`src/rtl/cpu_pkg.sv`:
```
// Shared definitions for the memory port arbiter: state encoding and parameter defaults.
// Latency: n/a (declarations only).
// Backpressure: n/a.
package cpu_pkg;

  localparam int CPU_ADDR_W     = 30;
  localparam int CPU_STARVE_MAX = 4;

  typedef enum logic [1:0] {
    ARB_IDLE    = 2'd0,
    ARB_FETCH   = 2'd1,
    ARB_DATA    = 2'd2,
    ARB_DISCARD = 2'd3
  } arb_state_e;

endpackage

```
`src/rtl/arb_starve_ctr.sv`:
```
// Saturating count of data grants won while a fetch was waiting.
// Latency: count updates on the clock edge after inc/clr; at_limit is combinational from the count.
// Backpressure: none; clr wins over inc, inc is ignored once the count sits at MAX.
module arb_starve_ctr #(
  parameter int MAX = 4
) (
  input  logic clock,
  input  logic reset,
  input  logic inc,
  input  logic clr,
  output logic at_limit
);

  localparam int CW = $clog2(MAX + 1);
  localparam logic [CW-1:0] MAX_C = CW'(MAX);

  logic [CW-1:0] count;

  // Count up to MAX and hold there; a fetch grant clears it.
  always_ff @(posedge clock) begin
    if (reset || clr) begin
      count <= '0;
    end else if (inc && (count != MAX_C)) begin
      count <= count + 1'b1;
    end
  end

  assign at_limit = (count >= MAX_C);

endmodule

```
`src/rtl/mem_port_arbiter.sv`:
```
// Shares one memory bus between instruction fetch and data access; data wins unless fetch is starved.
// Latency: request sampled in IDLE at n, Bus_Req from n+1, Ready pulse one cycle after Bus_Ack (3 cycles minimum).
// Backpressure: requesters hold their request until Ready; IF_Stall/MEM_Stall tell the pipeline to wait.
module mem_port_arbiter
  import cpu_pkg::*;
#(
  parameter int ADDR_W     = CPU_ADDR_W,
  parameter int STARVE_MAX = CPU_STARVE_MAX
) (
  input  logic              clock,
  input  logic              reset,
  input  logic              IF_Read,
  input  logic [ADDR_W-1:0] IF_Address,
  input  logic              IF_Flush,
  output logic [31:0]       IF_Instruction,
  output logic              IF_Ready,
  output logic              IF_Stall,
  input  logic              MEM_Read,
  input  logic [3:0]        MEM_Write,
  input  logic [ADDR_W-1:0] MEM_Address,
  input  logic [31:0]       MEM_DataOut,
  output logic [31:0]       MEM_DataIn,
  output logic              MEM_Ready,
  output logic              MEM_Stall,
  output logic              Bus_Req,
  output logic [3:0]        Bus_WE,
  output logic [ADDR_W-1:0] Bus_Address,
  output logic [31:0]       Bus_DataOut,
  input  logic [31:0]       Bus_DataIn,
  input  logic              Bus_Ack
);

  arb_state_e state, state_nxt;
  logic [3:0] we_q;
  logic       data_req, data_elig, fetch_elig;
  logic       grant_data, grant_fetch;
  logic       starve_limit;

  // A requester whose Ready pulse is showing is finishing, so it cannot be granted again this cycle.
  assign data_req    = MEM_Read | (|MEM_Write);
  assign data_elig   = data_req & ~MEM_Ready;
  assign fetch_elig  = IF_Read & ~IF_Flush & ~IF_Ready;
  assign grant_data  = (state == ARB_IDLE) & data_elig & (~starve_limit | ~fetch_elig);
  assign grant_fetch = (state == ARB_IDLE) & ~grant_data & fetch_elig;

  assign IF_Stall  = IF_Read & ~IF_Ready;
  assign MEM_Stall = data_req & ~MEM_Ready;
  assign Bus_Req   = (state != ARB_IDLE);
  assign Bus_WE    = (state == ARB_DATA) ? we_q : 4'b0000;

  arb_starve_ctr #(
    .MAX(STARVE_MAX)
  ) u_starve (
    .clock   (clock),
    .reset   (reset),
    .inc     (grant_data & fetch_elig),
    .clr     (grant_fetch),
    .at_limit(starve_limit)
  );

  // Next-state: Bus_Req stays up until Bus_Ack; a flushed fetch drains through DISCARD.
  always_comb begin
    state_nxt = state;
    case (state)
      ARB_IDLE: begin
        if (grant_data) begin
          state_nxt = ARB_DATA;
        end else if (grant_fetch) begin
          state_nxt = ARB_FETCH;
        end
      end
      ARB_FETCH: begin
        if (Bus_Ack) begin
          state_nxt = ARB_IDLE;
        end else if (IF_Flush) begin
          state_nxt = ARB_DISCARD;
        end
      end
      ARB_DATA:    if (Bus_Ack) state_nxt = ARB_IDLE;
      ARB_DISCARD: if (Bus_Ack) state_nxt = ARB_IDLE;
      default:     state_nxt = ARB_IDLE;
    endcase
  end

  // State, completion pulses, captured read data and the latched bus command.
  always_ff @(posedge clock) begin
    if (reset) begin
      state          <= ARB_IDLE;
      IF_Ready       <= 1'b0;
      MEM_Ready      <= 1'b0;
      IF_Instruction <= '0;
      MEM_DataIn     <= '0;
      Bus_Address    <= '0;
      Bus_DataOut    <= '0;
      we_q           <= '0;
    end else begin
      state     <= state_nxt;
      IF_Ready  <= (state == ARB_FETCH) & Bus_Ack & ~IF_Flush;
      MEM_Ready <= (state == ARB_DATA) & Bus_Ack;
      if ((state == ARB_FETCH) && Bus_Ack && !IF_Flush) begin
        IF_Instruction <= Bus_DataIn;
      end
      if ((state == ARB_DATA) && Bus_Ack) begin
        MEM_DataIn <= Bus_DataIn;
      end
      if (grant_data) begin
        Bus_Address <= MEM_Address;
        Bus_DataOut <= MEM_DataOut;
        we_q        <= MEM_Write;
      end else if (grant_fetch) begin
        Bus_Address <= IF_Address;
      end
    end
  end

endmodule

```
`config.mk`:
```
export PLATFORM = sky130hd
export DESIGN_NAME = mem_port_arbiter
export DESIGN_NICKNAME = d
export VERILOG_FILES = /design/src/rtl/cpu_pkg.sv /design/src/rtl/arb_starve_ctr.sv /design/src/rtl/mem_port_arbiter.sv
export SDC_FILE = /design/constraint.sdc
export NUM_CORES = 1
export LEC_CHECK = 0
export BUFFER_PORTS_ARGS = -buffer_cell sky130_fd_sc_hd__buf_2
export CAP_MARGIN = 20
export CORE_MARGIN = 2
export CORE_UTILIZATION = 45
export DETAILED_ROUTE_END_ITERATION = 8
export GPL_TIMING_DRIVEN = 0
export MAX_ROUTING_LAYER = met4
export PLACE_DENSITY = 0.78
export SLEW_MARGIN = 0
export SYNTH_ARGS = -nofsm -noshare
export SYNTH_HDL_FRONTEND = slang
export SYNTH_HIERARCHICAL = 1
export SYNTH_SLANG_ARGS = --single-unit
export TNS_END_PERCENT = 20
```
`constraint.sdc`:
```
create_clock -name clock -period 2.33 [get_ports clock]
set_input_delay 0.233 -clock clock [delete_from_list [all_inputs] [get_ports clock]]
set_output_delay 0.233 -clock clock [all_outputs]
set_load 0.1 [all_outputs]
```
==> impl_metrics.prom <==
# TYPE chip_impl_metric gauge
chip_impl_metric{name="synth_adder_area_share",unit="%"} 0.4854
chip_impl_metric{name="htree_num_levels",unit=""} 4
chip_impl_metric{name="postRouteWirelength",unit="mm"} 16.39
chip_impl_metric{name="timing.slew.headroom",unit="%"} 60.01
chip_impl_metric{name="reg2reg_slack",unit="ns"} 0.29
chip_impl_metric{name="pwr_cell_area",unit="nW/um^2"} 1131
chip_impl_metric{name="wl_per_cell",unit="microns"} 14.93
chip_impl_metric{name="synth-compound-area-share",unit="%"} 16.14
chip_impl_info{name="post_synth_main_area_contributors",value="sky130_fd_sc_hd__dfxtp_1 (53%), sky130_fd_sc_hd__nand2_1 (19%), sky130_fd_sc_hd__a21oi_1 (9.9%), sky130_fd_sc_hd__a311oi_1 (5.1%), sky130_fd_sc_hd__clkbuf_1 (2.6%)"} 1
chip_impl_metric{name="synth-simple-area-share",unit="%"} 24.51
chip_impl_info{name="min-delay-path-class",value="input port to register"} 1
chip_impl_metric{name="floorplan.initialDensity",unit="%"} 45.53
chip_impl_metric{name="synth.net_count",unit=""} 790
chip_impl_metric{name="timing.max_cap.violations",unit=""} 0
chip_impl_metric{name="cell_count_after_synthesis",unit=""} 654
chip_impl_metric{name="place.gp.congestion",unit=""} 0.9172
chip_impl_info{name="clk_root_buffer_cell",value="sky130_fd_sc_hd__clkbuf_16"} 1
chip_impl_metric{name="first_pass_grt_wire_length",unit="mm"} 26.08
chip_impl_metric{name="final_core_utilization",unit="%"} 64.19
chip_impl_metric{name="global_route.overflow_total",unit=""} 0
chip_impl_metric{name="p_total",unit="mW"} 8.221
chip_impl_metric{name="num_rows",unit=""} 39
chip_impl_metric{name="drt-pass1-iter-count",unit=""} 5
chip_impl_metric{name="vias",unit=""} 5478
chip_impl_metric{name="reg2regPathDepth",unit=""} 8
chip_impl_info{name="crit_start",value="state[0]$_SDFFE_PP0P_"} 1
chip_impl_metric{name="cts.hold.buffers_added",unit=""} 0
chip_impl_metric{name="vdd_ir_drop_max",unit="mV"} 1.025
chip_impl_metric{name="viasPerCell",unit=""} 4.989
chip_impl_info{name="start_kind",value="register"} 1
chip_impl_metric{name="clk_latency",unit="ns"} 0.42
chip_impl_metric{name="setup_tns",unit="ns"} 0
chip_impl_metric{name="post_synth.cell_area_avg",unit="sq um"} 7.882
chip_impl_metric{name="globalRouteTotalUtil",unit="%"} 27.38
chip_impl_info{name="critPathKind",value="register to register"} 1
chip_impl_metric{name="area_delta_synth_final",unit="%"} 40.97
chip_impl_metric{name="clock-skew-final",unit="ns"} 0.006537
chip_impl_metric{name="seq_area_frac_synth",unit="%"} 53.20
chip_impl_metric{name="yosys.cell_types.count",unit=""} 31
chip_impl_info{name="crit_chain",value="or2_1, buf_2, a31oi_2, nand2_2, buf_2, nor2_1, a21boi_2, mux2_1"} 1
chip_impl_metric{name="post_cts_resize_count",unit=""} 0
chip_impl_metric{name="cp_num_buf_inv",unit=""} 2
chip_impl_metric{name="syn-cell-area",unit="sq um"} 5155
chip_impl_metric{name="max_freq",unit="GHz"} 0.4893
chip_impl_metric{name="drtAntennaViolNets",unit=""} 0
chip_impl_metric{name="buffer_ports.inserted",unit=""} 268
chip_impl_metric{name="yosys_register_bits",unit=""} 137
chip_impl_metric{name="die_x",unit="microns"} 111.0
chip_impl_metric{name="final-seq-area",unit="sq um"} 2745
chip_impl_metric{name="worst_setup_hold_path_clk_slew",unit="ns"} 0.05
chip_impl_info{name="r2r-start",value="state[0]$_SDFFE_PP0P_"} 1
chip_impl_metric{name="cp.depth",unit=""} 8
chip_impl_metric{name="top_level_ports",unit=""} 269
chip_impl_metric{name="grt_pass1_vias",unit=""} 5289
chip_impl_metric{name="fraction_of_synthesized_cell_area_in_xor_and_xnor_cells",unit="%"} 0
chip_impl_metric{name="numCtsBuffers",unit=""} 17
chip_impl_metric{name="layout.filler_cells",unit=""} 1064
chip_impl_metric{name="timing_worst_slew_pin_value",unit="ns"} 0.5999
chip_impl_metric{name="worst_ep_arrival_time",unit="ns"} 2.35
chip_impl_metric{name="final_cell_area",unit="sq um"} 7267
chip_impl_info{name="crit_family",value="simple AND/OR/NAND/NOR gates"} 1
chip_impl_metric{name="post-dp-hpwl",unit="mm"} 12.29
chip_impl_metric{name="multi_input_gate_area",unit="sq um"} 2151
chip_impl_info{name="crit_path_slowest_cell",value="sky130_fd_sc_hd__dfxtp_1"} 1
chip_impl_metric{name="period_share",unit="%"} 87.71
chip_impl_metric{name="post-place-cells",unit=""} 1065
chip_impl_info{name="path_common_cell",value="sky130_fd_sc_hd__buf_2"} 1
chip_impl_info{name="crit-reg2reg-capture",value="u_starve/count[1]$_SDFFE_PP0P_"} 1
chip_impl_metric{name="die_area",unit="sq um"} 12330
chip_impl_metric{name="remaining_drc_errors",unit=""} 0
chip_impl_metric{name="dpl-instance-area",unit="sq um"} 6685
chip_impl_metric{name="timing.critical_path.required",unit="ns"} 2.63
chip_impl_metric{name="postCtsSetupBuffers",unit=""} 0
chip_impl_metric{name="maxSlewViolCount",unit=""} 0
chip_impl_info{name="tritoncts",value="yes"} 1
chip_impl_info{name="main_combinational_cell_family_by_area_after_synthesis",value="simple AND/OR/NAND/NOR gates"} 1
chip_impl_metric{name="final_net_count",unit=""} 1077
chip_impl_metric{name="ctsLongestPathBuffers",unit=""} 2
chip_impl_metric{name="initial_antenna_violation_count",unit=""} 1
chip_impl_metric{name="setup_violations",unit=""} 0
chip_impl_metric{name="core_area",unit="sq um"} 11320
chip_impl_info{name="endpoint",value="u_starve/count[1]$_SDFFE_PP0P_"} 1
chip_impl_metric{name="finalHoldViolations",unit=""} 0
chip_impl_metric{name="synth-warning-count",unit=""} 6
chip_impl_metric{name="fin_worst_hold_slack",unit="ns"} 0.04774
chip_impl_metric{name="crit_fanout",unit=""} 10
chip_impl_info{name="cp-end-kind",value="register"} 1
chip_impl_metric{name="critPathMaxStageDelay",unit="ns"} 0.35
chip_impl_metric{name="final_cell_count_no_fill",unit=""} 1098
chip_impl_metric{name="leakage",unit="nW"} 3.466
chip_impl_metric{name="yosysTopAreaCellShare",unit="%"} 53.20
chip_impl_metric{name="pre_cts_ws",unit="ns"} 0.06606
chip_impl_metric{name="fin_ws",unit="ns"} 0.2864
chip_impl_metric{name="dr.first_iter.drc_count",unit=""} 375
chip_impl_info{name="outcome",value="finished clean"} 1
chip_impl_metric{name="drive_above_1_share",unit="%"} 33.96
chip_impl_metric{name="die_height",unit="microns"} 111.0
chip_impl_metric{name="post_synth_mux_area_share",unit="%"} 0.4369
chip_impl_metric{name="cts_sinks",unit=""} 137
chip_impl_metric{name="grt_max_degree",unit=""} 17
chip_impl_info{name="synth_top_cell_by_area",value="sky130_fd_sc_hd__dfxtp_1"} 1
chip_impl_info{name="unrepaired_setup_endpoints_after_global_routing",value="no"} 1
chip_impl_metric{name="final.min_clock_period",unit="ns"} 2.044
power breakdown:
part,leakage [nW],switching (mW),internal [mW]
logic,2.05,2.39,0.540
registers,1.12,0.113,2.58
clock network,0.293,0.967,1.63
cell type report:
cell class / instances / area share [%]
multi-input cells: 460 / 29.60
diodes: 1 / 0.03444
clock buffers: 25 / 7.094
well taps: 143 / 2.462
flip-flops and latches: 137 / 37.78
plain buffers: 52 / 3.444
repair buffers: 268 / 18.46
inverters: 5 / 0.2583
clock inverters: 7 / 0.8781
cell usage in the layout (no fill, tap or decap):
master,synthesis,final
sky130_fd_sc_hd__nor3_1,1,1
sky130_fd_sc_hd__clkinv_4,0,1
sky130_fd_sc_hd__buf_6,4,4
sky130_fd_sc_hd__nand2_2,1,1
sky130_fd_sc_hd__clkbuf_1,36,38
sky130_fd_sc_hd__nor3_2,1,1
sky130_fd_sc_hd__ha_1,2,2
sky130_fd_sc_hd__nand4_1,1,1
sky130_fd_sc_hd__buf_2,8,276
sky130_fd_sc_hd__mux2_1,2,2
sky130_fd_sc_hd__dfxtp_1,137,135
sky130_fd_sc_hd__nor2b_1,2,1
sky130_fd_sc_hd__o21bai_2,1,1
sky130_fd_sc_hd__nor2b_4,0,1
sky130_fd_sc_hd__or4_1,1,1
sky130_fd_sc_hd__a31oi_2,1,1
sky130_fd_sc_hd__inv_2,1,1
sky130_fd_sc_hd__dfxtp_2,0,2
sky130_fd_sc_hd__a21boi_2,1,1
sky130_fd_sc_hd__clkinv_2,0,5
sky130_fd_sc_hd__bufinv_16,0,1
sky130_fd_sc_hd__nor3b_1,3,3
sky130_fd_sc_hd__a311oi_1,30,30
sky130_fd_sc_hd__o21ba_1,1,1
sky130_fd_sc_hd__buf_4,4,4
sky130_fd_sc_hd__and4_1,1,1
sky130_fd_sc_hd__nand2_1,263,263
sky130_fd_sc_hd__and4b_1,1,1
sky130_fd_sc_hd__o21ai_1,1,1
sky130_fd_sc_hd__and2_1,6,6
sky130_fd_sc_hd__nor2_1,35,35
sky130_fd_sc_hd__inv_1,4,4
sky130_fd_sc_hd__a221oi_1,1,1
sky130_fd_sc_hd__clkbuf_8,0,6
sky130_fd_sc_hd__or2_1,1,1
sky130_fd_sc_hd__diode_2,0,1
sky130_fd_sc_hd__a21oi_1,102,102
sky130_fd_sc_hd__nor4_2,1,1
sky130_fd_sc_hd__clkbuf_16,0,17
synthesized netlist by cell type, drive strengths merged:
master / number
and2: 6
inv: 5
a221oi: 1
and4: 1
mux2: 2
nor2: 35
buf: 16
nor4: 1
clkbuf: 36
a21oi: 102
a21boi: 1
or4: 1
o21ba: 1
nor3: 2
a311oi: 30
dfxtp: 137
or2: 1
nor2b: 2
nand4: 1
a31oi: 1
nand2: 264
nor3b: 3
o21bai: 1
o21ai: 1
ha: 2
and4b: 1
worst register-to-register path: cells and delay by family (launching register included):
kind / cells / cell delay [ns]
AO/OA/AOI/OAI: 2 / 0.40
buffers and inverters: 2 / 0.35
flip-flops: 1 / 0.35
AND/OR/NAND/NOR: 3 / 0.49
multiplexers: 1 / 0.33
cells by family after synthesis:
family	Yosys count
and+or+nand+nor	318
AOI/OAI and AO/OA	138
DFF	137
buffers and inverters	57
muxes	2
adders and majority gates	2
worst min path at each step:
stage                                         start                              end  slack [ns]  cells after the start
detailed placement             we_q[1]$_SDFFE_PP0N_             we_q[1]$_SDFFE_PP0N_        0.44                      2
global route                         MEM_DataOut[5]      Bus_DataOut[5]$_SDFFE_PP0N_        0.04                      3
CTS                                  MEM_DataOut[8]      Bus_DataOut[8]$_SDFFE_PP0N_        0.03                      3
finish                              MEM_DataOut[25]     Bus_DataOut[25]$_SDFFE_PP0N_        0.05                      3
global placement    IF_Instruction[22]$_SDFFE_PP0P_  IF_Instruction[22]$_SDFFE_PP0P_        0.44                      2
floorplan                                     reset   u_starve/count[2]$_SDFFE_PP0P_        0.31                      1
flip-flops by register name, indices dropped and copies added (netlist names):
signal	count
Bus_Address	30
state	2
u_starve/count	3
MEM_DataIn	32
Bus_DataOut	32
we_q	4
IF_Instruction	32
MEM_Ready	1
IF_Ready	1
layer usage:
layer / track usage (%) / share of wire [%] / vias to the layer above / wire [microns]
met5: - / 0 / - / 0
met4: 10.78 / 3.0 / 0 / 498
met3: 7.381 / 6.4 / 35 / 1045
met2: 47.69 / 50 / 208 / 8265
met1: 29.85 / 40 / 2507 / 6583
li1: - / - / 2728 / -
(Power assumes the default switching activity.)
